`config.mk`:
```
export PLATFORM = sky130hd
export DESIGN_NAME = mcp_controller_flat
export DESIGN_NICKNAME = d
export VERILOG_FILES = /design/src/rtl/mcp_pkg.sv /design/src/rtl/mcp_if.sv /design/src/rtl/mcp_decoder.sv /design/src/rtl/mcp_controller.sv /design/src/flat_wrapper.sv
export SDC_FILE = /design/constraint.sdc
export NUM_CORES = 1
export LEC_CHECK = 0
export ABC_AREA = 1
export BUFFER_PORTS_ARGS = -buffer_cell sky130_fd_sc_hd__buf_2
export CAP_MARGIN = 10
export CORE_MARGIN = 1.5
export CORE_UTILIZATION = 45
export DETAILED_ROUTE_END_ITERATION = 8
export PLACE_DENSITY_LB_ADDON = 0.1
export SLEW_MARGIN = 20
export SYNTH_ARGS = -nofsm -noshare
export SYNTH_HDL_FRONTEND = slang
export SYNTH_HIERARCHICAL = 1
export SYNTH_SLANG_ARGS = --single-unit
```
`constraint.sdc`:
```
create_clock -name clk_i -period 3.4 [get_ports clk_i]
set_input_delay 0.17 -clock clk_i [delete_from_list [all_inputs] [get_ports clk_i]]
set_output_delay 0.17 -clock clk_i [all_outputs]
set_load 0.01 [all_outputs]
```
`src/rtl/mcp_pkg.sv`:
```
// Shared types and encodings for the multi-cycle RV32I control unit.
package mcp_pkg;

  typedef enum logic [2:0] {
    S_IDLE   = 3'd0,
    S_FETCH  = 3'd1,
    S_DECODE = 3'd2,
    S_EXEC   = 3'd3,
    S_MEM    = 3'd4,
    S_WB     = 3'd5,
    S_TRAP   = 3'd6
  } state_e;

  typedef enum logic [3:0] {
    CLS_R,
    CLS_I_ALU,
    CLS_LOAD,
    CLS_STORE,
    CLS_BRANCH,
    CLS_JAL,
    CLS_JALR,
    CLS_LUI,
    CLS_AUIPC
  } cls_e;

  localparam logic [6:0] OPC_LUI    = 7'b0110111;
  localparam logic [6:0] OPC_AUIPC  = 7'b0010111;
  localparam logic [6:0] OPC_JAL    = 7'b1101111;
  localparam logic [6:0] OPC_JALR   = 7'b1100111;
  localparam logic [6:0] OPC_BRANCH = 7'b1100011;
  localparam logic [6:0] OPC_LOAD   = 7'b0000011;
  localparam logic [6:0] OPC_STORE  = 7'b0100011;
  localparam logic [6:0] OPC_OP_IMM = 7'b0010011;
  localparam logic [6:0] OPC_OP     = 7'b0110011;

  localparam logic [3:0] ALU_ADD    = 4'b0000;
  localparam logic [3:0] ALU_SUB    = 4'b0001;
  localparam logic [3:0] ALU_XOR    = 4'b0100;
  localparam logic [3:0] ALU_SLL    = 4'b0101;
  localparam logic [3:0] ALU_SRL    = 4'b0110;
  localparam logic [3:0] ALU_SRA    = 4'b0111;
  localparam logic [3:0] ALU_SLT    = 4'b1000;
  localparam logic [3:0] ALU_SLTU   = 4'b1001;
  localparam logic [3:0] ALU_OR     = 4'b1010;
  localparam logic [3:0] ALU_AND    = 4'b1011;
  localparam logic [3:0] ALU_PASS_B = 4'b1100;

  localparam logic [2:0] IMM_I = 3'b000;
  localparam logic [2:0] IMM_S = 3'b001;
  localparam logic [2:0] IMM_B = 3'b010;
  localparam logic [2:0] IMM_J = 3'b011;
  localparam logic [2:0] IMM_U = 3'b100;

  localparam logic [1:0] WB_ALU = 2'b00;
  localparam logic [1:0] WB_MEM = 2'b01;
  localparam logic [1:0] WB_PC4 = 2'b10;

  localparam logic [1:0] CAUSE_NONE    = 2'b00;
  localparam logic [1:0] CAUSE_ILLEGAL = 2'b01;
  localparam logic [1:0] CAUSE_TIMEOUT = 2'b10;

  // funct3 -> ALU op; sub_alt selects SUB at 000, sra_alt selects SRA at 101
  function automatic logic [3:0] alu_from_funct3(input logic [2:0] f3,
                                                 input logic       sub_alt,
                                                 input logic       sra_alt);
    logic [3:0] op;
    case (f3)
      3'b000:  op = sub_alt ? ALU_SUB : ALU_ADD;
      3'b001:  op = ALU_SLL;
      3'b010:  op = ALU_SLT;
      3'b011:  op = ALU_SLTU;
      3'b100:  op = ALU_XOR;
      3'b101:  op = sra_alt ? ALU_SRA : ALU_SRL;
      3'b110:  op = ALU_OR;
      default: op = ALU_AND;
    endcase
    return op;
  endfunction

endpackage

```
`src/rtl/mcp_if.sv`:
```
// Memory request handshake between the control unit and the shared memory port.
interface mcp_if;
  logic MEM_REQ_o;
  logic WE_o;
  logic mem_ready_i;

  modport master (output MEM_REQ_o, output WE_o, input mem_ready_i);
  modport slave  (input MEM_REQ_o, input WE_o, output mem_ready_i);
endinterface

```
`src/rtl/mcp_decoder.sv`:
```
// Combinational instruction decode: class, ALU op, immediate format, illegal flag.
module mcp_decoder
  import mcp_pkg::*;
(
  input  logic [6:0] opcode_i,
  input  logic [2:0] funct3_i,
  input  logic [6:0] funct7_i,
  output cls_e       cls_o,
  output logic [3:0] alu_op_o,
  output logic [2:0] imm_sel_o,
  output logic       illegal_o
);

  // Class and per-class controls from opcode/funct fields
  always_comb begin
    cls_o     = CLS_R;
    alu_op_o  = ALU_ADD;
    imm_sel_o = IMM_I;
    illegal_o = 1'b0;
    case (opcode_i)
      OPC_OP: begin
        cls_o     = CLS_R;
        alu_op_o  = alu_from_funct3(funct3_i, funct7_i[5], funct7_i[5]);
        illegal_o = !((funct7_i == 7'h00) ||
                      ((funct7_i == 7'h20) && ((funct3_i == 3'b000) || (funct3_i == 3'b101))));
      end
      OPC_OP_IMM: begin
        cls_o    = CLS_I_ALU;
        alu_op_o = alu_from_funct3(funct3_i, 1'b0, funct7_i[5]);
      end
      OPC_LOAD: begin
        cls_o     = CLS_LOAD;
        illegal_o = (funct3_i == 3'b011) || (funct3_i == 3'b110) || (funct3_i == 3'b111);
      end
      OPC_STORE: begin
        cls_o     = CLS_STORE;
        imm_sel_o = IMM_S;
        illegal_o = (funct3_i > 3'b010);
      end
      OPC_BRANCH: begin
        cls_o     = CLS_BRANCH;
        imm_sel_o = IMM_B;
        illegal_o = (funct3_i == 3'b010) || (funct3_i == 3'b011);
      end
      OPC_JAL: begin
        cls_o     = CLS_JAL;
        imm_sel_o = IMM_J;
      end
      OPC_JALR: begin
        cls_o = CLS_JALR;
      end
      OPC_LUI: begin
        cls_o     = CLS_LUI;
        imm_sel_o = IMM_U;
        alu_op_o  = ALU_PASS_B;
      end
      OPC_AUIPC: begin
        cls_o     = CLS_AUIPC;
        imm_sel_o = IMM_U;
      end
      default: illegal_o = 1'b1;
    endcase
  end

endmodule

```
`src/rtl/mcp_controller.sv`:
```
// Multi-cycle control unit: FSM, memory-wait timeout, branch compare, retire counter.
module mcp_controller
  import mcp_pkg::*;
#(
  parameter int unsigned X_LEN       = 32,
  parameter int unsigned TIMEOUT_CYC = 16,
  parameter int unsigned CNT_W       = 32
) (
  input  logic             clk_i,
  input  logic             rst_ni,
  input  logic [31:0]      instr_i,
  input  logic [X_LEN-1:0] rs1_data_i,
  input  logic [X_LEN-1:0] rs2_data_i,
  mcp_if.master            mem,
  output logic             IR_WE_o,
  output logic             PC_WE_o,
  output logic             PC_SEL_o,
  output logic [2:0]       IMM_SEL_o,
  output logic             REG_WRITE_o,
  output logic             A_SEL_o,
  output logic             B_SEL_o,
  output logic [3:0]       ALU_OP_o,
  output logic [1:0]       WB_SEL_o,
  output logic             trap_o,
  output logic [1:0]       trap_cause_o,
  output logic [CNT_W-1:0] instret_o,
  output logic [2:0]       state_o
);

  // Counter only has to hold 0..TIMEOUT_CYC-1; the miss at TIMEOUT_CYC-1 traps
  localparam int unsigned WAIT_W = (TIMEOUT_CYC > 1) ? $clog2(TIMEOUT_CYC) : 1;
  localparam logic [WAIT_W-1:0] WAIT_LAST = WAIT_W'(TIMEOUT_CYC - 1);

  state_e            state_q;
  logic [1:0]        cause_q;
  logic [WAIT_W-1:0] wait_q;
  logic [CNT_W-1:0]  instret_q;

  cls_e       cls;
  logic [3:0] alu_op;
  logic [2:0] imm_sel;
  logic       illegal;
  logic       taken;
  logic       wait_expired;
  logic       unused_instr;

  assign unused_instr = ^{instr_i[24:15], instr_i[11:7]};

  mcp_decoder u_decoder (
    .opcode_i  (instr_i[6:0]),
    .funct3_i  (instr_i[14:12]),
    .funct7_i  (instr_i[31:25]),
    .cls_o     (cls),
    .alu_op_o  (alu_op),
    .imm_sel_o (imm_sel),
    .illegal_o (illegal)
  );

  // Branch condition from funct3: signed for BLT/BGE, unsigned for BLTU/BGEU
  always_comb begin
    taken = 1'b0;
    case (instr_i[14:12])
      3'b000:  taken = (rs1_data_i == rs2_data_i);
      3'b001:  taken = (rs1_data_i != rs2_data_i);
      3'b100:  taken = ($signed(rs1_data_i) <  $signed(rs2_data_i));
      3'b101:  taken = ($signed(rs1_data_i) >= $signed(rs2_data_i));
      3'b110:  taken = (rs1_data_i <  rs2_data_i);
      3'b111:  taken = (rs1_data_i >= rs2_data_i);
      default: taken = 1'b0;
    endcase
  end

  // This miss would bring the wait count up to the limit; a ready in this cycle wins
  assign wait_expired = !mem.mem_ready_i && (wait_q == WAIT_LAST);

  // State sequencing, trap cause capture and memory-wait counter
  always_ff @(posedge clk_i or negedge rst_ni) begin
    if (!rst_ni) begin
      state_q <= S_IDLE;
      cause_q <= CAUSE_NONE;
      wait_q  <= '0;
    end else begin
      case (state_q)
        S_IDLE: state_q <= S_FETCH;
        S_FETCH, S_MEM: begin
          if (mem.mem_ready_i) begin
            wait_q <= '0;
            if (state_q == S_FETCH)      state_q <= S_DECODE;
            else if (cls == CLS_STORE)   state_q <= S_FETCH;
            else                         state_q <= S_WB;
          end else if (wait_expired) begin
            state_q <= S_TRAP;
            cause_q <= CAUSE_TIMEOUT;
          end else begin
            wait_q <= wait_q + WAIT_W'(1);
          end
        end
        S_DECODE: begin
          if (illegal) begin
            state_q <= S_TRAP;
            cause_q <= CAUSE_ILLEGAL;
          end else begin
            state_q <= S_EXEC;
          end
        end
        S_EXEC: begin
          if (cls == CLS_BRANCH)                            state_q <= S_FETCH;
          else if ((cls == CLS_LOAD) || (cls == CLS_STORE)) state_q <= S_MEM;
          else                                              state_q <= S_WB;
        end
        S_WB:    state_q <= S_FETCH;
        S_TRAP:  state_q <= S_TRAP;
        default: state_q <= S_IDLE;
      endcase
    end
  end

  // Control outputs; ALU controls stay valid from EXEC through MEM/WB
  always_comb begin
    mem.MEM_REQ_o = 1'b0;
    mem.WE_o      = 1'b0;
    IR_WE_o       = 1'b0;
    PC_WE_o       = 1'b0;
    PC_SEL_o      = 1'b0;
    IMM_SEL_o     = IMM_I;
    REG_WRITE_o   = 1'b0;
    A_SEL_o       = 1'b0;
    B_SEL_o       = 1'b0;
    ALU_OP_o      = ALU_ADD;
    WB_SEL_o      = WB_ALU;
    if ((state_q == S_EXEC) || (state_q == S_MEM) || (state_q == S_WB)) begin
      A_SEL_o   = (cls == CLS_BRANCH) || (cls == CLS_JAL) || (cls == CLS_AUIPC);
      B_SEL_o   = (cls != CLS_R);
      IMM_SEL_o = imm_sel;
      ALU_OP_o  = alu_op;
    end
    case (state_q)
      S_FETCH: begin
        mem.MEM_REQ_o = 1'b1;
        A_SEL_o       = 1'b1;
        IR_WE_o       = mem.mem_ready_i;
      end
      S_EXEC: begin
        if (cls == CLS_BRANCH) begin
          PC_WE_o  = 1'b1;
          PC_SEL_o = taken;
        end
      end
      S_MEM: begin
        mem.MEM_REQ_o = 1'b1;
        mem.WE_o      = (cls == CLS_STORE);
        PC_WE_o       = (cls == CLS_STORE) && mem.mem_ready_i;
      end
      S_WB: begin
        REG_WRITE_o = 1'b1;
        PC_WE_o     = 1'b1;
        if (cls == CLS_LOAD) begin
          WB_SEL_o = WB_MEM;
        end else if ((cls == CLS_JAL) || (cls == CLS_JALR)) begin
          WB_SEL_o = WB_PC4;
          PC_SEL_o = 1'b1;
        end
      end
      default: ;
    endcase
  end

  // Retired-instruction counter: one per PC update, wraps naturally
  always_ff @(posedge clk_i or negedge rst_ni) begin
    if (!rst_ni)      instret_q <= '0;
    else if (PC_WE_o) instret_q <= instret_q + CNT_W'(1);
  end

  assign instret_o    = instret_q;
  assign trap_o       = (state_q == S_TRAP);
  assign trap_cause_o = cause_q;
  assign state_o      = state_q;

endmodule
```
`src/flat_wrapper.sv`:
```
// flat-port wrapper written by rule: the top's interface ports become plain ports
module mcp_controller_flat import mcp_pkg::*;
#(
  parameter int unsigned X_LEN       = 32,
  parameter int unsigned TIMEOUT_CYC = 16,
  parameter int unsigned CNT_W       = 32
)
  (clk_i, rst_ni, instr_i, rs1_data_i, rs2_data_i, IR_WE_o, PC_WE_o, PC_SEL_o, IMM_SEL_o, REG_WRITE_o, A_SEL_o, B_SEL_o, ALU_OP_o, WB_SEL_o, trap_o, trap_cause_o, instret_o, state_o, mem_MEM_REQ_o, mem_WE_o, mem_mem_ready_i);
  mcp_if mem_i ();
  input  logic clk_i;
  input  logic rst_ni;
  input  logic [31:0] instr_i;
  input  logic [X_LEN-1:0] rs1_data_i;
  input  logic [X_LEN-1:0] rs2_data_i;
  output logic IR_WE_o;
  output logic PC_WE_o;
  output logic PC_SEL_o;
  output logic [2:0] IMM_SEL_o;
  output logic REG_WRITE_o;
  output logic A_SEL_o;
  output logic B_SEL_o;
  output logic [3:0] ALU_OP_o;
  output logic [1:0] WB_SEL_o;
  output logic trap_o;
  output logic [1:0] trap_cause_o;
  output logic [CNT_W-1:0] instret_o;
  output logic [2:0] state_o;
  output wire logic [$bits(mem_i.MEM_REQ_o)-1:0] mem_MEM_REQ_o;
  output wire logic [$bits(mem_i.WE_o)-1:0] mem_WE_o;
  input wire logic [$bits(mem_i.mem_ready_i)-1:0] mem_mem_ready_i;
  assign mem_MEM_REQ_o = mem_i.MEM_REQ_o;
  assign mem_WE_o = mem_i.WE_o;
  assign mem_i.mem_ready_i = mem_mem_ready_i;
  mcp_controller #(.X_LEN(X_LEN), .TIMEOUT_CYC(TIMEOUT_CYC), .CNT_W(CNT_W)) u_core (.clk_i(clk_i), .rst_ni(rst_ni), .instr_i(instr_i), .rs1_data_i(rs1_data_i), .rs2_data_i(rs2_data_i), .mem(mem_i), .IR_WE_o(IR_WE_o), .PC_WE_o(PC_WE_o), .PC_SEL_o(PC_SEL_o), .IMM_SEL_o(IMM_SEL_o), .REG_WRITE_o(REG_WRITE_o), .A_SEL_o(A_SEL_o), .B_SEL_o(B_SEL_o), .ALU_OP_o(ALU_OP_o), .WB_SEL_o(WB_SEL_o), .trap_o(trap_o), .trap_cause_o(trap_cause_o), .instret_o(instret_o), .state_o(state_o));
endmodule
```
-- Word-level counts from Yosys, hierarchy flattened
Index checks and enable logic that the tools add are counted.
- output and inout bits: 55
- word-level logic and storage cells: 116
- flip-flop bits (word level): 41
- reductions and logical operators: 27
- $add $sub $neg: 2
- equality and inequality tests: 37
- mux-type cells: 41
- $lt $le $gt $ge: 5
- operator list (cell ; count):
    32-bit greater-or-equal comparator ; 2
    32-bit < comparator ; 2
    4-bit one-hot mux with 7 select lines ; 2
    32-bit by 1-bit adder with 32-bit output, second input constant ; 1
    32-bit equality test ; 1
    32-bit inequality test ; 1
    4-bit one-hot mux with 8 select lines ; 1
    7-bit by 6-bit equality test with 1-bit output, second input constant ; 4
    3-bit equality test, second input constant ; 7
    7-bit equality test, second input constant ; 3
    3-bit two-way mux ; 7
    3-bit one-hot mux with 5 select lines ; 1
    7-bit by 5-bit equality test with 1-bit output, second input constant ; 2
    1-bit two-way mux ; 14
    3-bit by 2-bit equality test with 1-bit output, second input constant ; 4
    4-bit by 3-bit equality test with 1-bit output, second input constant ; 3
    2-bit two-way mux ; 6
    4-bit two-way mux ; 3
    3-bit one-hot mux with 4 select lines ; 1
    4-bit one-hot mux with 3 select lines ; 1
    1-bit logical OR ; 11
    4-bit by 2-bit equality test with 1-bit output, second input constant ; 2
    4-bit equality test, second input constant ; 2
    7-bit by 2-bit equality test with 1-bit output, second input constant ; 1
    other kinds (21) ; 30

-- Depth between registers and ports, before layout
- depth in word-level cells: 8
- gate-level depth with buffers: 23
- mapped depth without buffers: 23

-- By module
Netlist, hierarchy kept.
- modules (own cells, without submodules) (module ; sequential area each (µm²) ; instances ; area each (µm²) ; cells each):
    mcp_controller ; 1026.0 ; 1 ; 3301.9 ; 448
    mcp_decoder ; 0.0 ; 1 ; 412.9 ; 71

-- Least setup slack after synthesis
Ideal clock, no wire load.
- path type: input -> register
- from: input instr_i[2]
- to: register u_core.instret_q[25], in the netlist u_core/instret_o[25]
- path slack: 1.164 ns
- stages: 20
- arrival: 2.116 ns
- cells stage by stage: inv_2 > nand2_4 > nor2_8 > inv_2 > nor2_2 > nand2_1 > o211ai_1 > nand2_1 > nor2_2 > nand3_2 > nand2_8 > nand2_4 > nor2_4 > nand2_2 > nor2_4 > nand2_4 > nor2_4 > nand2_2 > o21ai_1 > nand2_1
- cells in the longest elaborated chain, start to end: 5
- elaborated cells on any way between the ends: 14
- classes of those cells: eq/ne (10); mux (3); reduce/logical (1)
- ends and longest elaborated chain (item ; line ; RTL):
    start, declared ; flat_wrapper.sv:12 ; input logic [31:0] instr_i;
    7-bit by 5-bit equality test with 1-bit output, or another cell as far along ; mcp_decoder.sv:20 ; case (opcode_i)
    4-bit one-hot mux with 8 select lines * ; mcp_decoder.sv:20 ;
    net u_core.cls[1] ; mcp_controller.sv:39 ; cls_e cls;
    4-bit by 3-bit equality test with 1-bit output / 4-bit by 2-bit equality test with 1-bit output (equally long branches) ; mcp_controller.sv:144, mcp_controller.sv:152 ;
    1-bit two-way mux / 1-bit logical AND (equally long branches) ; mcp_controller.sv:144, mcp_controller.sv:152 ;
    1-bit one-hot mux with 3 select lines * ; mcp_controller.sv:137 ; case (state_q)
    net PC_WE_o ; flat_wrapper.sv:16 ; output logic PC_WE_o;
    end signal, assigned ; mcp_controller.sv:171 ; else if (PC_WE_o) instret_q <= instret_q + CNT_W'(1);
    end, declared ; mcp_controller.sv:37 ; logic [CNT_W-1:0] instret_q;
The timed path passes the listed nets; every way through them passes the cells marked *.
A chain may end at the register's enable or synchronous reset.

-- Worst setup path after layout
- from: input instr_i[2]
- to: register u_core.instret_q[25], in the netlist u_core/instret_o[25]
- cells in the longest elaborated chain, start to end: 5
- elaborated cells on any way between the ends: 14
- classes of those cells: eq/ne (10); mux (3); reduce/logical (1)
- ends and longest elaborated chain (item ; line):
    7-bit by 5-bit equality test with 1-bit output, or another cell as far along ; mcp_decoder.sv:20
    4-bit one-hot mux with 8 select lines * ; mcp_decoder.sv:20
    net u_core.cls[1] ; mcp_controller.sv:39
    4-bit by 3-bit equality test with 1-bit output / 4-bit by 2-bit equality test with 1-bit output (equally long branches) ; mcp_controller.sv:144, mcp_controller.sv:152
    1-bit two-way mux / 1-bit logical AND (equally long branches) ; mcp_controller.sv:144, mcp_controller.sv:152
    1-bit one-hot mux with 3 select lines * ; mcp_controller.sv:137
Marks and branches as above.

==> qor.yml <==
finish:
  n_fill_cell: 783
  fin_cells: 765
  diodes: 0
  area_delta_synth_final_pct: 24.0
  final_design_area_no_fill_sq_um: 4610
  nNetsFinal: 797
  drive_above_1_share_pct: 29.3
  final_cell_mix: "138 x buf_2, 114 x nand2_1, 99 x inv_1, 44 x nor2_1, 41 x dfrtp_1"
  layout_commonest_cell: "buf_2"
yosys:
  syn_area_per_cell_sq_um: 7.16
  ys_ff_latch: 41
  synth_edf_count: 0
  ys_types: 36
  synth_compound_area_share_pct: 7.24
  synthAdderAreaFrac_pct: 11.5
  synth.mux.area_fraction_pct: 0.303
  synth_top_family_by_area: "simple AND/OR/NAND/NOR gates"
  synthCells: 519
  yosysTopAreaCell: "dfrtp_1"
  yosys.area_share.simple_pct: 35.9
  ys.flop_type: "dfrtp_1"
  yosys_warnings: 6
  synth_xor_xnor_area_share_pct: 6.13
  synth_top_area_share_pct: 27.6
  synth_area_sq_um: 3710
  synth_nets: 652
  ys_seq_area_share_pct: 27.6
  async_flop_share_pct: 100
  synth_area_leaders: "dfrtp_1 28%, nand2_1 12%, ha_1 11%"
setup_path:
  critPathMaxFanout: 9
  cp-start-kind: "input port"
  reg2reg_from: "u_core/state_o[2]"
  critPathLaunch: "instr_i[2]"
  path_class: "in -> reg"
  worst_path_max_delay_cell: "nor2_2"
  reg2regPathDepth: 14
  crit_cells: 21
  r2r_end: "u_core/instret_o[25]"
  cpLargestDelayFamily: "simple AND/OR/NAND/NOR gates"
  required_ns: 3.58
  path_cells: "buf_2 > inv_2 > nand2_4 > nor2_8 > inv_2 > nor2_2 > nand2_1 > o211ai_1 > nand2_1 > nor2_2 > nand3_2 > nand2_8 > nand2_4 > nor2_4 > nand2_2 > nor2_4 > nand2_4 > nor2_4 > nand2_2 > o21ai_1 > nand2_1"
  arrival_ns: 2.51
  crit_path_end_kind: "flop"
  crit_buf_inv: 3
  endpoint: "u_core/instret_o[25]"
  critical-path-max-stage-delay_ns: 0.18
  r2r_setup_slack_ns: 1.24
clocking:
  cts_hold_buf: 0
  root_buffer: "clkbuf_8"
  clk_pin_slew_worst_paths_ns: 0.08
  clock_latency_ns: 0.29
  clock_path_buffers: 2
  post_cts_resized: 0
  post-cts-setup-buffers: 0
  cts_tree: "built"
  cts_buffers: 5
  htreeDepth: 2
  cts.sinks: 41
routing:
  ant_nets: 0
  post_drt_via_cell_ratio: 4.77
  num_vias: 3649
  drtIter0Drc: 95
  wl_met2_mm: 3.79
  wl_mm: 8.41
  top_layer_used: "met4"
  wl_per_cell_um: 11.0
  wl_met1_mm: 4.06
  wl_met3_um: 526
  drc: 0
  drt_first_pass_iters: 4
timing:
  slew_headroom_pct: 38.3
  fin_crit_sh_pct: 68.5
  min_period_ns: 2.33
  finalClockSkew_ns: 0.00871
  setup_viol: 0
  hold_viol: 0
  max_freq_mhz: 429
  setup_tns_ns: 0
  worstMarginPinSlew_ns: 0.925
  drv_slew: 0
  rsz0062_at_grt: "false"
power:
  power_density_nw_per_um2: 365
  ir_worst_vdd_mv: 0.437
  leakagePower_nw: 2.78
die:
  io_pins: 154
  dieHeight_um: 93.9
  row_count: 32
  die_area_sq_um: 8810
  start_util_pct: 47.3
  coreArea_sq_um: 7850
  die_w_um: 93.9
place:
  place_area_sq_um: 4530
  gp_congestion: 0.840
  port_buffers: 138
  hpwl_mm: 6.96
  post-place-cells: 759
global_routing:
  gr-total-overflow: 0
  grt_antenna_before_repair: 0
  grt_pass1_vias: 3414
  grt_pass1_wl_mm: 14.2
  track_usage_pct: 19.4
  grt_max_degree: 42
status:
  run_status: "complete, no violations"
flow_run:
  maxCapViolations: 0
min_path:
  hp-class: "in -> async"
-- Yosys cell counts (all sizes together) (3+ instances only) --
library cell    n
ha             34
inv           112
nand2         126
nor4            5
xor2           20
nand3          32
o21ai          17
a21oi          18
o31ai           3
dfrtp          41
nand4          14
nor2           60
xnor2           6
nor3           17
o21a            4
-- layer usage --
metal	vias up	GRT usage (%)
li1	1936	-
met1	1598	26.5
met2	109	32.8
met3	6	2.91
met4	0	3.73
met5	-	0
-- worst min path at each step --
stage / slack, ns / cells past startpoint / endpoint
after global routing: 0.1 / 1 / u_core/instret_o[9]
after global placement: 0.36 / 1 / u_core/instret_o[10]
after detailed placement: 0.36 / 1 / u_core/instret_o[9]
after CTS: 0.06 / 1 / u_core/instret_o[9]
after floorplan: -0.13 / 0 / u_core/instret_o[0]
final: 0.01 / 1 / u_core/instret_o[9]
-- report_power, final --
part           internal (mW)  total [mW]  leakage (nW)  switching, mW
logic                  0.285       0.731          2.22          0.445
registers              0.567       0.657         0.523         0.0897
clock network          0.135       0.294        0.0399          0.159
-- state kept, by name, summed over array words and instances (netlist names) --
signal and count:
u_core/instret_o 32, u_core/state_o 3, u_core/trap_cause_o 2, u_core/wait_q 4
-- kinds of logic (layout without fill, tap and decap cells) --
logic type      Yosys count  after routing
fa+ha+maj                34             34
mux                       1              1
flops                    41             41
xor+xnor                 26             26
buf+inv                 112            256
simple gates            258            258
compound gates           47             47
-- metrics by stage --
step | hold WS, ns | power [mW] | utilization, % | worst slack, ns
after floorplan | -0.126 | 1.14 | - | 1.16
after global placement | 0.356 | 1.38 | 57.8 | 0.854
after detailed placement | 0.365 | 1.40 | 57.8 | 0.770
after CTS | 0.0591 | 1.70 | 58.7 | 1.08
after global routing | 0.0997 | 1.83 | 58.7 | 0.786
final | 0.0136 | 1.68 | 58.7 | 1.07
-- final cells by class --
cell class	count	area, sq um	area share (%)
Timing Repair Buffer	138	691	15.0
Inverter	112	420	9.13
Sequential cell	41	1030	22.3
Tap cell	102	128	2.77
Multi-Input combinational cell	366	2270	49.2
Clock inverter	1	5.00	0.109
Clock buffer	5	68.8	1.49
Power figures use the tool's default switching activity.
